===== src/rtl/seq_divider_pkg.sv =====
// Shared definitions for the sequential restoring divider.
package seq_divider_pkg;

  // FSM encoding; S_IDLE is zero so reset lands in IDLE
  typedef enum logic [2:0] {
    S_IDLE  = 3'd0,
    S_SETUP = 3'd1,
    S_ITER  = 3'd2,
    S_FIX   = 3'd3,
    S_DONE  = 3'd4
  } state_t;

  localparam int DIV_WIDTH = 32;

  // Iteration counter width: wide enough to count 0..w-1 with headroom
  function automatic int cnt_width(input int w);
    return $clog2(w) + 1;
  endfunction

  localparam int CNT_W = cnt_width(DIV_WIDTH);

endpackage


===== src/rtl/seq_divider_trial_sub.sv =====
// Combinational WIDTH+1-bit trial subtractor for one restoring step.
// o_neg is the borrow out, so it is correct over the full unsigned range
// of both operands.
module div_trial_sub #(
  parameter int WIDTH = 32
) (
  input  logic [WIDTH:0] i_a,
  input  logic [WIDTH:0] i_b,
  output logic [WIDTH:0] o_diff,
  output logic           o_neg
);

  logic [WIDTH+1:0] w_full;

  assign w_full = {1'b0, i_a} - {1'b0, i_b};
  assign o_diff = w_full[WIDTH:0];
  assign o_neg  = w_full[WIDTH+1];

endmodule


===== src/rtl/seq_divider.sv =====
// Sequential restoring divider, signed or unsigned, fixed WIDTH+2 latency.
//
// Handshake: start is a request that is accepted on the rising edge where
// the FSM is in IDLE (busy low); A, B and signed_op are captured on that
// same edge. busy stays high until the edge that leaves DONE. done is a
// one-cycle pulse marking LO/HI/div_by_zero valid; there is no backpressure,
// and the results hold until the next division's FIX cycle.
module seq_divider
  import seq_divider_pkg::*;
#(
  parameter int WIDTH = DIV_WIDTH
) (
  input  logic             clk,
  input  logic             rst,
  input  logic             start,
  input  logic             signed_op,
  input  logic [WIDTH-1:0] A,
  input  logic [WIDTH-1:0] B,
  output logic             busy,
  output logic             done,
  output logic [WIDTH-1:0] LO,
  output logic [WIDTH-1:0] HI,
  output logic             div_by_zero,
  output logic [2:0]       o_dbg_state
);

  localparam int CW = cnt_width(WIDTH);

  state_t           r_state;
  state_t           w_next;
  logic [WIDTH-1:0] r_a;
  logic [WIDTH-1:0] r_b;
  logic             r_signed;
  logic [WIDTH-1:0] r_q;
  logic [WIDTH-1:0] r_r;
  logic [WIDTH-1:0] r_d;
  logic             r_sign_q;
  logic             r_sign_r;
  logic [CW-1:0]    r_cnt;
  logic [WIDTH-1:0] r_lo;
  logic [WIDTH-1:0] r_hi;
  logic             r_dbz;

  logic [WIDTH:0]   w_part;
  logic [WIDTH:0]   w_diff;
  logic             w_neg;
  logic             w_last_iter;
  logic [WIDTH-1:0] w_a_mag;
  logic [WIDTH-1:0] w_b_mag;
  logic [WIDTH-1:0] w_q_fix;
  logic [WIDTH-1:0] w_r_fix;

  // Shifted partial remainder: {R,Q} << 1 keeps the bit leaving Q as R's new LSB
  assign w_part      = {r_r, r_q[WIDTH-1]};
  assign w_last_iter = (r_cnt == CW'(WIDTH - 1));
  assign w_a_mag     = (r_signed && r_a[WIDTH-1]) ? -r_a : r_a;
  assign w_b_mag     = (r_signed && r_b[WIDTH-1]) ? -r_b : r_b;
  assign w_q_fix     = r_sign_q ? -r_q : r_q;
  assign w_r_fix     = r_sign_r ? -r_r : r_r;

  div_trial_sub #(.WIDTH(WIDTH)) u_trial (
    .i_a    (w_part),
    .i_b    ({1'b0, r_d}),
    .o_diff (w_diff),
    .o_neg  (w_neg)
  );

  // State register
  always_ff @(posedge clk or posedge rst) begin
    if (rst) r_state <= S_IDLE;
    else     r_state <= w_next;
  end

  // Next-state logic
  always_comb begin
    w_next = r_state;
    case (r_state)
      S_IDLE:  if (start) w_next = S_SETUP;
      S_SETUP: w_next = S_ITER;
      S_ITER:  if (w_last_iter) w_next = S_FIX;
      S_FIX:   w_next = S_DONE;
      S_DONE:  w_next = S_IDLE;
      default: w_next = S_IDLE;
    endcase
  end

  // Datapath: capture, magnitude setup, restoring iterations, sign fix-up
  always_ff @(posedge clk or posedge rst) begin
    if (rst) begin
      r_a      <= '0;
      r_b      <= '0;
      r_signed <= 1'b0;
      r_q      <= '0;
      r_r      <= '0;
      r_d      <= '0;
      r_sign_q <= 1'b0;
      r_sign_r <= 1'b0;
      r_cnt    <= '0;
      r_lo     <= '0;
      r_hi     <= '0;
      r_dbz    <= 1'b0;
    end else begin
      case (r_state)
        S_IDLE: begin
          if (start) begin
            r_a      <= A;
            r_b      <= B;
            r_signed <= signed_op;
          end
        end
        S_SETUP: begin
          r_q      <= w_a_mag;
          r_d      <= w_b_mag;
          r_r      <= '0;
          r_cnt    <= '0;
          r_sign_q <= r_signed & (r_a[WIDTH-1] ^ r_b[WIDTH-1]);
          r_sign_r <= r_signed & r_a[WIDTH-1];
        end
        S_ITER: begin
          r_cnt <= r_cnt + CW'(1);
          r_q   <= {r_q[WIDTH-2:0], ~w_neg};
          r_r   <= w_neg ? w_part[WIDTH-1:0] : w_diff[WIDTH-1:0];
        end
        S_FIX: begin
          // Divide-by-zero overrides the iteration result entirely
          if (r_b == '0) begin
            r_lo  <= '1;
            r_hi  <= r_a;
            r_dbz <= 1'b1;
          end else begin
            r_lo  <= w_q_fix;
            r_hi  <= w_r_fix;
            r_dbz <= 1'b0;
          end
        end
        default: ;
      endcase
    end
  end

  assign busy        = (r_state != S_IDLE);
  assign done        = (r_state == S_DONE);
  assign LO          = r_lo;
  assign HI          = r_hi;
  assign div_by_zero = r_dbz;
  assign o_dbg_state = r_state;

endmodule


===== config.mk =====
export PLATFORM = sky130hd
export DESIGN_NAME = seq_divider
export DESIGN_NICKNAME = d
export VERILOG_FILES = /design/src/rtl/seq_divider_pkg.sv /design/src/rtl/seq_divider_trial_sub.sv /design/src/rtl/seq_divider.sv
export SDC_FILE = /design/constraint.sdc
export NUM_CORES = 1
export LEC_CHECK = 0
export CORE_ASPECT_RATIO = 0.8
export CORE_MARGIN = 2
export CORE_UTILIZATION = 50
export DETAILED_ROUTE_END_ITERATION = 8
export DONT_BUFFER_PORTS = 1
export PLACE_DENSITY_LB_ADDON = 0.25
export SLEW_MARGIN = 20
export SYNTH_ARGS = -nofsm -noshare
export SYNTH_HDL_FRONTEND = slang
export SYNTH_SLANG_ARGS = --single-unit

===== constraint.sdc =====
create_clock -name clk -period 6.6 [get_ports clk]
set_input_delay 0.33 -clock clk [delete_from_list [all_inputs] [get_ports clk]]
set_output_delay 0.33 -clock clk [all_outputs]
set_load 0.005 [all_outputs]

Yosys cells after proc, flatten, opt, wreduce, memory -nomap -nowiden --
Index checks and enable logic that the tools add are counted.
Word-level totals: bits in registers 237, output and inout port bits 70, logic and storage cells 52
Operators by class: add/subtract/negate cells 6, equality and inequality tests 7, multiplexer cells 14, bitwise gates (word level) 4, reduce and logical (&&, ||, !) cells 8
Operators by type and width (number):
- $mux 32 | 7
- $neg 32->32 | 4
- $pmux 32 s2 | 2
- $sub 33x32->34 | 1
- $logic_not 32->1 | 1
- $pmux 3 s4 | 1
- $pmux 6 s2 | 1
- $add 6x1->6 const B | 1
- $eq 3x2->1 const B | 2
- $eq 6x5->1 const B | 1
- $mux 3 | 2
- $ne 2x2->1 const B | 2
- $reduce_and 2->1 | 2
- $eq 3x1->1 const B | 1
- $eq 3x3->1 const B | 1
- $logic_not 3->1 | 1
- $reduce_bool 3->1 | 1
- $and 1x1->1 | 2
- $logic_and 1x1->1 | 2
- $reduce_bool 2->1 | 1
- $mux 1 | 1
- $not 1->1 | 1
- $xor 1x1->1 | 1

Logic depth before layout (Yosys ltp) --
word-level depth 3, gate-level depth with buffers 12, depth with buffers taken out 12

Hierarchy --
Synthesis repeated with hierarchy kept, for this count alone.
Second synthesis, totals: cell total of the unflattened synthesis 1537, area total of the unflattened synthesis 14008.4 µm²
Modules (own cells, without submodules):
- seq_divider | instances 1, cells each 1242, area each 12060.3 µm²
- div_trial_sub | instances 1, cells each 295, area each 1948.1 µm²

Worst setup path before layout --
Ideal clock, no wire load.
kind flip-flop to flip-flop, start point reg r_r[9], end point reg r_r[23], library setup time 0.135 ns, arrival time 2.832 ns, data required time 6.465 ns, path slack 3.634 ns, cell stages (with the launch flop) 12, path buffers 1, clock period less this slack 2.966 ns, cell sequence dfrtp_1 -> ha_1 -> a21o_1 -> a21o_1 -> a221o_1 -> a31oi_1 -> o21ai_0 -> a31oi_1 -> o21ai_1 -> buf_2 -> mux2i_1 -> o21ai_0
On the way: longest elaborated chain between the ends 3
Ends and longest elaborated chain:
- start, declared | line seq_divider.sv:35 | logic [WIDTH-1:0] r_r;
- start signal, assigned | line seq_divider.sv:122 | r_r <= w_neg ? w_part[WIDTH-1:0] : w_diff[WIDTH-1:0];
- $sub 33x32->34 | line seq_divider_trial_sub.sv:15 | assign w_full = {1'b0, i_a} - {1'b0, i_b};
- $mux 32 | line seq_divider.sv:122
- $pmux 32 s2 | line seq_divider.sv:103 | case (r_state)
No other way between the ends. A chain may end at the register's enable or synchronous reset.

Worst setup path in the final report --
start point reg r_q[31], end point reg r_r[28]
On the way: longest elaborated chain between the ends 3
Ends and longest elaborated chain:
- start, declared | line seq_divider.sv:34 | logic [WIDTH-1:0] r_q;
- start signal, assigned | line seq_divider.sv:112 | r_q <= w_a_mag;
- start signal, assigned | line seq_divider.sv:121 | r_q <= {r_q[WIDTH-2:0], ~w_neg};
- $sub 33x32->34 | line seq_divider_trial_sub.sv:15
- $mux 32 | line seq_divider.sv:122
- $pmux 32 s2 | line seq_divider.sv:103
No other way between the ends.

==> run metrics <==
Post-synth top flop=dfrtp_1; measured slew at the worst slew-check pin=around 1000 ps; min Tclk post-route=3830 ps; RSZ-0062 raised after global routing=false; clk_skew=11.8 ps; Leak=6.59 nW; Max Clock Freq=261 MHz; CTS tree=done; register area share after synthesis=between 40% and 50%; fin area=15,400 µm²; vias per std cell=a little under 6; crit path DAT=4240 ps; final setup TNS=0 ps; WL/cell=~18 µm; Post-CTS Setup Bufs=0; placer's final routability congestion estimate=0.919; Layout Utilization=58.3%; reg-to-reg startpoint=r_q[31]$_DFFE_PP0P_; DRT iter0 DRCs=826; Final Hold Fails=0; die width=187 µm; flop2flop setup slack=2770 ps; Max Cap Viol=0; initial antenna violation count=0; crit-path max FO=24; Initial Utilization=about half; critical path launch point type=flip-flop; routed via count=10,700; fin crit share=between 50% and 60%; dpl hpwl=~23,000 µm; share of cells above drive strength 1=9.45%; Setup crit end kind=flip-flop; Die ar.=roughly 28,000 µm²; worst vdd ir=306 µV; reg-to-reg critical path endpoint=r_r[28]$_DFFE_PP0P_; synth warn=0; Synth Net Count=1,540; Post-Layout Cell Count=1,838; placed cells=1,725; Hold Path Class=input pin to flip-flop; clk_lat worst skew=540 ps; Die Y=151 µm; Register-to-Register Path Depth=11; n_diodes=0; Slew headroom=between 30% and 40%; hold wc startpoint=start; clock root buffer=clkbuf_16; syn_area_per_cell=9.38 µm²; DRT Pass-1 Iters=5; CP required=roughly 7000 ps; Max clock buf depth=3; Pwr Density=573 nW/µm²; Max H-tree Level=1; vias in the first global route=10,800; IO Count=138; Synth cell types=64; ANT nets after route=0; GRT overflow=0; max-slew violation count=0; worst hold endpoint=r_a[1]$_DFFE_PP0P_; input/output buffers=0; area delta synth->final=14.2%; Worst Hold Path Cells=3; total power draw=8.80 mW; clock slew at reported path FFs=60 ps; setup violators final=0; crit path kind=flip-flop to flip-flop; core area=26,300 µm²; CTS Buf Count=26; FF+latch count, synth=237; largest net degree at the start of global routing=117; placed instance area=13,700 µm²; EDFF count, synth=0; Layout Nets=1,569; GRT Resource Usage Total=24.3%; Synth Cell Area=approximately 13,000 µm²; routed wire length=33,800 µm; CTS sink count=237; async set-or-reset flop fraction in the synthesized netlist=100%; Synth Instances=1,434; Rows=53; first-pass GRT wire length=55,900 µm; # DRC=0; status=completed
kinds of logic (layout without fill, tap and decap cells):
family	Yosys count	in the layout	synth area share, %
flip-flops	237	237	44.1
adder cells (fa/ha/maj)	38	38	3.59
AND/OR/NAND/NOR	382	382	13.2
XOR/XNOR	151	151	9.84
buffers and inverters	125	172	3.55
multiplexers	84	84	6.81
AO/OA/AOI/OAI	417	417	18.9
worst max-delay path by stage:
stage,from,end,slack (ps),cells past startpoint
6_report,r_q[31]$_DFFE_PP0P_,r_r[28]$_DFFE_PP0P_,2770,11
3_3_place_gp,r_r[9]$_DFFE_PP0P_,r_q[0]$_DFFE_PP0P_,3060,10
4_1_cts,r_q[31]$_DFFE_PP0P_,r_r[28]$_DFFE_PP0P_,2830,11
5_1_grt,r_q[31]$_DFFE_PP0P_,r_r[28]$_DFFE_PP0P_,2480,11
3_5_place_dp,r_q[31]$_DFFE_PP0P_,r_r[31]$_DFFE_PP0P_,2890,11
2_1_floorplan,rst,HI[0]$_DFFE_PP0P_,3160,1
area by class of cell:
class,instances,area (µm²)
fill,2305,11000
multi-input combinational,1072,7080
sequential,237,5930
timing repair buffer,77,768
clock buffer,33,748
tap,357,447
clock inverter,13,200
inverter,49,188
sequential cells by signal (all words and copies together) (netlist names):
signal and flops:
r_b 32, r_signed 1, r_q 32, div_by_zero 1
r_cnt 6, HI 32, o_dbg_state 3, r_sign_r 1
r_a 32, r_r 32, r_sign_q 1, LO 32
r_d 32
power by group:
part | total [mW] | internal, mW | switching (mW)
clock | 1.61 | 0.994 | 0.615
combinational | 4.17 | 1.85 | 2.32
sequential | 3.03 | 2.14 | 0.885
cells in the mapped netlist (all sizes together) (5+ instances only):
master	count	area, µm²
nand2	176	661
nand3	16	85.1
a22oi	29	218
o41ai	13	121
xnor2	62	543
or3	11	68.8
dfrtp	237	5930
mux2	60	676
a32oi	6	52.6
clkbuf	62	233
and3	8	50.1
o31ai	28	229
xor2	89	780
inv	49	184
nand4	5	31.3
nor4	10	68.8
a221o	8	80.1
nor2	87	327
o21bai	6	45.0
o21a	5	37.5
a31oi	37	231
nand2b	10	62.6
nand3b	6	45.0
or4	12	105
buf	14	61.3
nor2b	9	56.3
nor3	16	91.3
a21oi	49	245
mux2i	24	240
ha	37	463
a21o	18	135
o21ai	200	1000
repair_timing:
action                                 in CTS  in global routing
endpoints found under the hold margin      90                  0
hold buffers                               66                  0
resized for setup                           0                  0
layer usage:
| metal | vias up | track usage, % | wire length [µm] |
|---|---|---|---|
| met4 | 0 | 6.55 | 779 |
| met3 | 63 | 5.62 | 2320 |
| met2 | 297 | 38.1 | 15100 |
| li1 | 5142 | - | - |
| met1 | 5207 | 33.9 | 15600 |
| met5 | - | 0 | 0 |
stage by stage:
step | setup WS (ps) | hold slack (ps)
2_1_floorplan | 3160 | 447
3_3_place_gp | 3060 | 338
3_5_place_dp | 2890 | 341
4_1_cts | 2830 | 303
5_1_grt | 2480 | 219
6_report | 2770 | 187
layout by cell type, fill, tap and decap left out, drive strengths merged, types with 3 or more instances in the layout:
master,netlist,final
a211oi,3,3
a21o,18,18
a21oi,49,49
a221o,8,8
a22o,3,3
a22oi,29,29
a31oi,37,37
a32oi,6,6
and2,4,4
and3,8,8
buf,14,11
bufinv,0,5
clkbuf,62,33
clkinv,0,7
dfrtp,237,237
dlygate4sd3,0,66
ha,37,37
inv,49,48
mux2,60,60
mux2i,24,24
nand2,176,176
nand2b,10,10
nand3,16,16
nand3b,6,6
nand4,5,5
nor2,87,87
nor2b,9,9
nor3,16,16
nor3b,3,3
nor4,10,10
o21a,5,5
o21ai,200,200
o21bai,6,6
o31ai,28,28
o41ai,13,13
or2,3,3
or3,11,11
or4,12,12
xnor2,62,62
xor2,89,89
critical path, cell delays in order, from the launching register on:
cell and delay (ps):
dfrtp_1 470, inv_1 110, ha_1 240, nor2b_1 170
o2111ai_1 140, nand3_1 180, a31oi_1 240, o21ai_0 350
a31oi_1 250, o21ai_4 850, nor2_1 260, a221o_1 420
Note: power is estimated with default switching activity, not from simulation.
